[config.mk]
export PLATFORM = sky130hd
export DESIGN_NAME = id_ex_stage_flat
export DESIGN_NICKNAME = d
export VERILOG_FILES = /design/src/rtl/id_ex_stage_if.sv /design/src/rtl/id_ex_stage.sv /design/src/flat_wrapper.sv
export SDC_FILE = /design/constraint.sdc
export NUM_CORES = 1
export LEC_CHECK = 0
export CAP_MARGIN = 20
export CORE_MARGIN = 2
export CORE_UTILIZATION = 40
export DETAILED_ROUTE_END_ITERATION = 10
export DONT_BUFFER_PORTS = 1
export PLACE_DENSITY = 0.59
export SYNTH_ARGS = -nofsm -noshare
export SYNTH_HDL_FRONTEND = slang
export SYNTH_SLANG_ARGS = --single-unit
[constraint.sdc]
create_clock -name clk -period 1.2 [get_ports clk]
set_input_delay 0.24 -clock clk [delete_from_list [all_inputs] [get_ports clk]]
set_output_delay 0.24 -clock clk [all_outputs]
set_load 0.01 [all_outputs]
[src/rtl/id_ex_stage_if.sv]
// Decode/hazard-unit to EX stage bundle: decode fields and hazard decisions in,
// EX-side register contents, stall hold and watchdog status out.
interface id_ex_stage_if #(
  parameter int DATA_W = 16,
  parameter int CNT_W  = 4
);
  logic              doStall;
  logic              doFwd;
  logic              flush;
  logic              inValid;
  logic [2:0]        inWreg;
  logic              inEnFile;
  logic              inUseAlu;
  logic [DATA_W-1:0] inOp1;
  logic [DATA_W-1:0] inOp2;
  logic [DATA_W-1:0] fwdData;

  logic              holdID;
  logic              exValid;
  logic [2:0]        exWreg;
  logic              exEnFile;
  logic              exUseAlu;
  logic [DATA_W-1:0] exOp1;
  logic [DATA_W-1:0] exOp2;
  logic [CNT_W-1:0]  stallCnt;
  logic              stallErr;

  // The decode/hazard side drives the instruction and decisions.
  modport master (
    output doStall, doFwd, flush, inValid, inWreg, inEnFile, inUseAlu,
           inOp1, inOp2, fwdData,
    input  holdID, exValid, exWreg, exEnFile, exUseAlu, exOp1, exOp2,
           stallCnt, stallErr
  );

  modport slave (
    input  doStall, doFwd, flush, inValid, inWreg, inEnFile, inUseAlu,
           inOp1, inOp2, fwdData,
    output holdID, exValid, exWreg, exEnFile, exUseAlu, exOp1, exOp2,
           stallCnt, stallErr
  );
endinterface

[src/rtl/id_ex_stage.sv]
// ID/EX pipeline register: bubble insertion on stall/flush, operand-1 forwarding,
// and a consecutive-stall watchdog with a sticky error flag.
module id_ex_stage #(
  parameter int DATA_W    = 16,
  parameter int CNT_W     = 4,
  parameter int MAX_STALL = 2
) (
  input logic           clk,
  input logic           rstn,
  id_ex_stage_if.slave  bus
);

  typedef enum logic {
    RUN   = 1'b0,
    STALL = 1'b1
  } stage_state_t;

  localparam logic [CNT_W-1:0] CNT_MAX     = '1;
  localparam logic [CNT_W:0]   STALL_LIMIT = (CNT_W + 1)'(MAX_STALL);

  stage_state_t      state;
  stage_state_t      nextState;

  logic              nValid;
  logic [2:0]        nWreg;
  logic              nEnFile;
  logic              nUseAlu;
  logic [DATA_W-1:0] nOp1;
  logic [DATA_W-1:0] nOp2;
  logic [CNT_W-1:0]  nCnt;
  logic              nErr;

  logic [CNT_W-1:0]  cntBase;
  logic [CNT_W:0]    cntInc;

  assign bus.holdID = bus.doStall & ~bus.flush;

  // Only a run of back-to-back stalls accumulates; any other edge restarts it.
  assign cntBase = (state == STALL) ? bus.stallCnt : '0;
  assign cntInc  = {1'b0, cntBase} + (CNT_W + 1)'(1);

  always_comb begin
    nextState = RUN;
    nValid    = 1'b0;
    nWreg     = '0;
    nEnFile   = 1'b0;
    nUseAlu   = 1'b0;
    nOp1      = '0;
    nOp2      = '0;
    nCnt      = '0;
    nErr      = bus.stallErr;

    if (bus.flush) begin
      nextState = RUN;
    end else if (bus.doStall) begin
      // A fully zeroed bubble keeps the hazard unit from seeing a phantom writer in EX.
      nextState = STALL;
      nCnt      = (cntBase == CNT_MAX) ? CNT_MAX : cntInc[CNT_W-1:0];
      if (cntInc > STALL_LIMIT) begin
        nErr = 1'b1;
      end
    end else begin
      nextState = RUN;
      nValid    = bus.inValid;
      nWreg     = bus.inValid ? bus.inWreg : 3'd0;
      nEnFile   = bus.inValid & bus.inEnFile;
      nUseAlu   = bus.inValid & bus.inUseAlu;
      nOp1      = bus.doFwd ? bus.fwdData : bus.inOp1;
      nOp2      = bus.inOp2;
    end
  end

  always_ff @(posedge clk or negedge rstn) begin
    if (!rstn) begin
      state        <= RUN;
      bus.exValid  <= 1'b0;
      bus.exWreg   <= '0;
      bus.exEnFile <= 1'b0;
      bus.exUseAlu <= 1'b0;
      bus.exOp1    <= '0;
      bus.exOp2    <= '0;
      bus.stallCnt <= '0;
      bus.stallErr <= 1'b0;
    end else begin
      state        <= nextState;
      bus.exValid  <= nValid;
      bus.exWreg   <= nWreg;
      bus.exEnFile <= nEnFile;
      bus.exUseAlu <= nUseAlu;
      bus.exOp1    <= nOp1;
      bus.exOp2    <= nOp2;
      bus.stallCnt <= nCnt;
      bus.stallErr <= nErr;
    end
  end

endmodule

[src/flat_wrapper.sv]
// flat-port wrapper written by rule: the top's interface ports become plain ports
module id_ex_stage_flat 
#(
  parameter int DATA_W    = 16,
  parameter int CNT_W     = 4,
  parameter int MAX_STALL = 2
)
  (clk, rstn, bus_doStall, bus_doFwd, bus_flush, bus_inValid, bus_inWreg, bus_inEnFile, bus_inUseAlu, bus_inOp1, bus_inOp2, bus_fwdData, bus_holdID, bus_exValid, bus_exWreg, bus_exEnFile, bus_exUseAlu, bus_exOp1, bus_exOp2, bus_stallCnt, bus_stallErr);
  id_ex_stage_if #(.DATA_W(DATA_W), .CNT_W(CNT_W)) bus_i ();
  input logic clk;
  input logic rstn;
  input wire logic [$bits(bus_i.doStall)-1:0] bus_doStall;
  input wire logic [$bits(bus_i.doFwd)-1:0] bus_doFwd;
  input wire logic [$bits(bus_i.flush)-1:0] bus_flush;
  input wire logic [$bits(bus_i.inValid)-1:0] bus_inValid;
  input wire logic [$bits(bus_i.inWreg)-1:0] bus_inWreg;
  input wire logic [$bits(bus_i.inEnFile)-1:0] bus_inEnFile;
  input wire logic [$bits(bus_i.inUseAlu)-1:0] bus_inUseAlu;
  input wire logic [$bits(bus_i.inOp1)-1:0] bus_inOp1;
  input wire logic [$bits(bus_i.inOp2)-1:0] bus_inOp2;
  input wire logic [$bits(bus_i.fwdData)-1:0] bus_fwdData;
  output wire logic [$bits(bus_i.holdID)-1:0] bus_holdID;
  output wire logic [$bits(bus_i.exValid)-1:0] bus_exValid;
  output wire logic [$bits(bus_i.exWreg)-1:0] bus_exWreg;
  output wire logic [$bits(bus_i.exEnFile)-1:0] bus_exEnFile;
  output wire logic [$bits(bus_i.exUseAlu)-1:0] bus_exUseAlu;
  output wire logic [$bits(bus_i.exOp1)-1:0] bus_exOp1;
  output wire logic [$bits(bus_i.exOp2)-1:0] bus_exOp2;
  output wire logic [$bits(bus_i.stallCnt)-1:0] bus_stallCnt;
  output wire logic [$bits(bus_i.stallErr)-1:0] bus_stallErr;
  assign bus_i.doStall = bus_doStall;
  assign bus_i.doFwd = bus_doFwd;
  assign bus_i.flush = bus_flush;
  assign bus_i.inValid = bus_inValid;
  assign bus_i.inWreg = bus_inWreg;
  assign bus_i.inEnFile = bus_inEnFile;
  assign bus_i.inUseAlu = bus_inUseAlu;
  assign bus_i.inOp1 = bus_inOp1;
  assign bus_i.inOp2 = bus_inOp2;
  assign bus_i.fwdData = bus_fwdData;
  assign bus_holdID = bus_i.holdID;
  assign bus_exValid = bus_i.exValid;
  assign bus_exWreg = bus_i.exWreg;
  assign bus_exEnFile = bus_i.exEnFile;
  assign bus_exUseAlu = bus_i.exUseAlu;
  assign bus_exOp1 = bus_i.exOp1;
  assign bus_exOp2 = bus_i.exOp2;
  assign bus_stallCnt = bus_i.stallCnt;
  assign bus_stallErr = bus_i.stallErr;
  id_ex_stage #(.DATA_W(DATA_W), .CNT_W(CNT_W), .MAX_STALL(MAX_STALL)) u_core (.clk(clk), .rstn(rstn), .bus(bus_i));
endmodule
### Yosys cells after proc, flatten, opt, wreduce, memory -nomap -nowiden

Cells that the tools add are included.

* register bits after elaboration: 44
* bits in latches: 0
* memory bits (writable): 0
* memory bits (read-only): 0
* input bits: 59
* memories: 0

* $add $sub $neg: 1
* multiply operators: 0
* divide/modulo/power cells: 0
* order comparisons: 1
* eq/ne operators: 1
* shifts and indexed selects: 0
* multiplexer cells: 20
* bitwise logic cells: 4
* reductions and logical operators: 1

Operators by type and width (number)
* $mux W16: 5
* $mux W4: 4
* $mux W3: 3
* $mux W1: 8
* $add A4 B1 Y5 const B: 1
* $gt A5 B2 Y1 const B: 1
* $eq A4 B4 Y1 const B: 1
* $and A1 B1 Y1: 3
* $reduce_and A3 Y1: 1
* $not A1 Y1: 1

### Depth between registers and ports, before layout

* word-level depth: 5
* gate-level depth with buffers: 4
* gate-level depth less buffers: 2

### Worst setup path before layout

No wires, ideal clock.

* path type: input -> register
* from: input port bus_doFwd
* to: register u_core.bus.exOp1[10]
* arrival time: 0.811 ns
* required time: 1.082 ns
* path slack: 0.271 ns
* stages: 4
* path buffers: 2
* cell sequence: buf_4 -> buf_4 -> mux2i_1 -> nor2_1

* cells in the longest elaborated chain, start to end: 3

RTL lines
* start, declared: line flat_wrapper.sv:13 `input wire logic [$bits(bus_i.doFwd)-1:0] bus_doFwd;`
* $mux W16: line id_ex_stage.sv:68 `nOp1 = bus.doFwd ? bus.fwdData : bus.inOp1;`
* $mux W16: line id_ex_stage.sv:55 `end else if (bus.doStall) begin`
* $mux W16: line id_ex_stage.sv:53 `if (bus.flush) begin`
* via u_core.nOp1[10]: line id_ex_stage.sv:28 `logic [DATA_W-1:0] nOp1;`
* end signal, assigned: line id_ex_stage.sv:90 `bus.exOp1 <= nOp1;`
* end, declared: line id_ex_stage_if.sv:39 `output holdID, exValid, exWreg, exEnFile, exUseAlu, exOp1, exOp2,`

The timed path passes the listed nets, and every way through them passes these cells.
A chain may end at the register's enable or synchronous reset.

### Worst setup path in the final report

* from: register u_core.bus.stallCnt[2] in the netlist's numbering
* to: register u_core.bus.stallCnt[1] in the netlist's numbering

* cells in the longest elaborated chain, start to end: 5

RTL lines
* start, declared: line id_ex_stage_if.sv:40 `stallCnt, stallErr`
* start signal, assigned: line id_ex_stage.sv:92 `bus.stallCnt <= nCnt;`
* $mux W4: line id_ex_stage.sv:39 `assign cntBase = (state == STALL) ? bus.stallCnt : '0;`
* $eq A4 B4 Y1: line id_ex_stage.sv:58 `nCnt = (cntBase == CNT_MAX) ? CNT_MAX : cntInc[CNT_W-1:0];`
* $mux W4: line id_ex_stage.sv:58
* $mux W4: line id_ex_stage.sv:55
* $mux W4: line id_ex_stage.sv:53
* via u_core.nCnt[1]: line id_ex_stage.sv:30 `logic [CNT_W-1:0] nCnt;`

The timed path passes the listed nets, and every way through them passes these cells.

==> flow_metrics.env <==
export IMPL_start_kind="register"
export IMPL_n_antenna_cell=0
export IMPL_drive_gt1_frac=0.0720
export IMPL_power_total_mw=2.78
export IMPL_status="finished, violations left"
export IMPL_path_cells="a21boi_0, a211oi_1"
export IMPL_maxSlewHeadroom=0.650
export IMPL_cts_sinks=44
export IMPL_fin_skew_ns=0.00110
export IMPL_grt_first_pass_wirelength_um=4440
export IMPL_synth_area_top_cells="dfrtp_1 68%, mux2i_1 10%, and2_1 6.6%, nor2_1 4.7%, and3_1 1.9%"
export IMPL_tightest_slew_ns=0.526
export IMPL_via_per_inst=5.13
export IMPL_crit_type="reg -> reg"
export IMPL_synth_edff_count=0
export IMPL_dieArea_mm2=0.00455
export IMPL_tritoncts="built"
export IMPL_max_stage_delay_ns=0.51
export IMPL_wl_um=3010
export IMPL_violations="negative hold slack"
export IMPL_critPathArrivalTime_ns=1.26
export IMPL_synth_fp_nets=180
export IMPL_ant_nets=0
export IMPL_drc_errors=0
export IMPL_coreArea_mm2=0.00394
export IMPL_async_flop_share=1.00
export IMPL_rows=23
export IMPL_synth_cell_types=22
export IMPL_crit_required_ns=1.38
export IMPL_slew_violations=0
export IMPL_postCtsResizedCells=0
export IMPL_hold_violations=44
export IMPL_cp_max_fo=7
export IMPL_die_w_um=67.4
export IMPL_rr_worst_depth=2
export IMPL_die_h_um=67.4
export IMPL_critPathSlowestCell="dfrtp_1"
export IMPL_first_global_vias=908
export IMPL_powerDensity_mw_per_mm2=1590
export IMPL_post_cts_setup_buffers=0
export IMPL_synth_top_area_cell="dfrtp_1"
export IMPL_yosysTopAreaCellShare=0.684
export IMPL_wl_per_cell_um=17.2
export IMPL_period_share=0.906
export IMPL_clk_pin_slew_ns=0.08
export IMPL_p_leak_nw=0.885
export IMPL_antenna_found_initial=0
export IMPL_grt_overflow_total=0
export IMPL_top_level_ports=103
export IMPL_final_cells=175
export IMPL_cts_buffer_depth=2
export IMPL_hp_class="in -> async"
export IMPL_fmax_mhz=919
export IMPL_routed_via_count=897
export IMPL_start_util=0.408
export IMPL_firstDrtPassIters=4
export IMPL_hold_slack_ns=-0.358
export IMPL_setup_tns_final_ns=0
export IMPL_synth_most_common_cell="dfrtp_1"
export IMPL_syn_mean_instance_area_um2=13.3
export IMPL_num_fill_cells=355
export IMPL_cts_root_buf="clkbuf_8"
export IMPL_ys_seq_elements=44
export IMPL_place_gp_congestion=0.734
export IMPL_cap_violations=0
export IMPL_worstSkewPairLatency_ns=0.28
export IMPL_dp_cells=166
export IMPL_drtIter0Drc=41
export IMPL_rsz0062_at_grt="false"
export IMPL_ys_seq_area_frac=0.684
export IMPL_ir_drop_v=0.000741
export IMPL_ys_top_cells_by_count="44 x dfrtp_1, 20 x nor2_1, 17 x and2_1"
export IMPL_cts_buffers=5
export IMPL_ys_flop_type="dfrtp_1"
export IMPL_final_setup_viol_count=0
export IMPL_grt_max_degree=45
export IMPL_h_tree_depth=2
export IMPL_ys_warnings_count=0
export IMPL_synthCells=121
export IMPL_grtUsageTotal=0.140
export IMPL_syn_to_final_growth_pct=8.79
export IMPL_fin_nets=183
export IMPL_endpoint_kind="register"
export IMPL_min_period_ns=1.09
export IMPL_portBuffers=0
export IMPL_netlist_area_mm2=0.00161
[worst paths after layout]
check	slack (ns)	start	endpoint
max in group asynchronous	1.47	rstn	u_core.bus.exOp2[6]
hold / removal	-0.36	rstn	u_core.bus.exOp1[12]
hold reg to reg	0.46	u_core.state	u_core.bus.stallCnt[0]
setup reg to reg	0.11	u_core.bus.stallCnt[2]	u_core.bus.stallCnt[1]
setup / recovery	0.11	u_core.bus.stallCnt[2]	u_core.bus.stallCnt[1]
min in group clk	0.07	bus_flush	u_core.state
[power by group]
part | switching (mW) | total, mW | internal, mW
combinational | 0.0454 | 0.101 | 0.0552
clock | 0.470 | 1.09 | 0.615
sequential | 0.0548 | 1.59 | 1.54
[registers in the layout, indices dropped and copies added, names as in the netlist]
name / count
u_core.bus.exUseAlu: 1
u_core.bus.stallErr: 1
u_core.bus.exWreg: 3
u_core.bus.stallCnt: 4
u_core.bus.exOp1: 16
u_core.bus.exOp2: 16
u_core.state: 1
u_core.bus.exValid: 1
u_core.bus.exEnFile: 1
[cell families (layout without fill, tap and decap cells)]
logic type      Yosys count  count (layout)  synth area share
simple gates             48              48             0.156
buf+inv                   7              11            0.0334
compound gates            6               6            0.0264
flops                    44              44             0.684
mux                      16              16            0.0995
[placed cells by master, fill, tap and decap left out, types with 2 or more instances in the layout]
| cell type | n |
|---|---|
| and3_1 | 5 |
| nor2_1 | 20 |
| and2_1 | 17 |
| dfrtp_1 | 44 |
| mux2i_1 | 16 |
| clkbuf_8 | 5 |
| nor3_1 | 2 |
[metal layers]
layer  routed length (um)  track usage  part of all wire
met1                 1110        0.150              0.37
met2                 1540        0.222              0.51
met3                  333       0.0850              0.11
met4                   24       0.0612            0.0080
met5                    0            0                 0
[area by class of cell]
| class | instances | area (um^2) | area share |
|---|---|---|---|
| tap | 50 | 62.6 | 0.0357 |
| clock inverter | 3 | 42.5 | 0.0243 |
| timing repair buffer | 2 | 17.5 | 0.0100 |
| inverter | 1 | 3.75 | 0.00214 |
| clock buffer | 5 | 68.8 | 0.0393 |
| sequential | 44 | 1100 | 0.629 |
| multi-input combinational | 70 | 454 | 0.259 |
[through the flow]
stage                     setup slack (ns)   util  area (um^2)
after floorplan                      0.271      -         1610
after global placement               0.269  0.413         1630
after detailed placement             0.169  0.413         1630
after CTS                            0.126  0.441         1740
after global routing                0.0721  0.444         1750
final                                0.112  0.444         1750
[critical path: cells and delay by family, from the launching register on]
family / cells / cell delay, ns
DFF: 1 / 0.51
AOI/OAI and AO/OA: 2 / 0.48
Note: power is estimated with default switching activity, not from simulation.
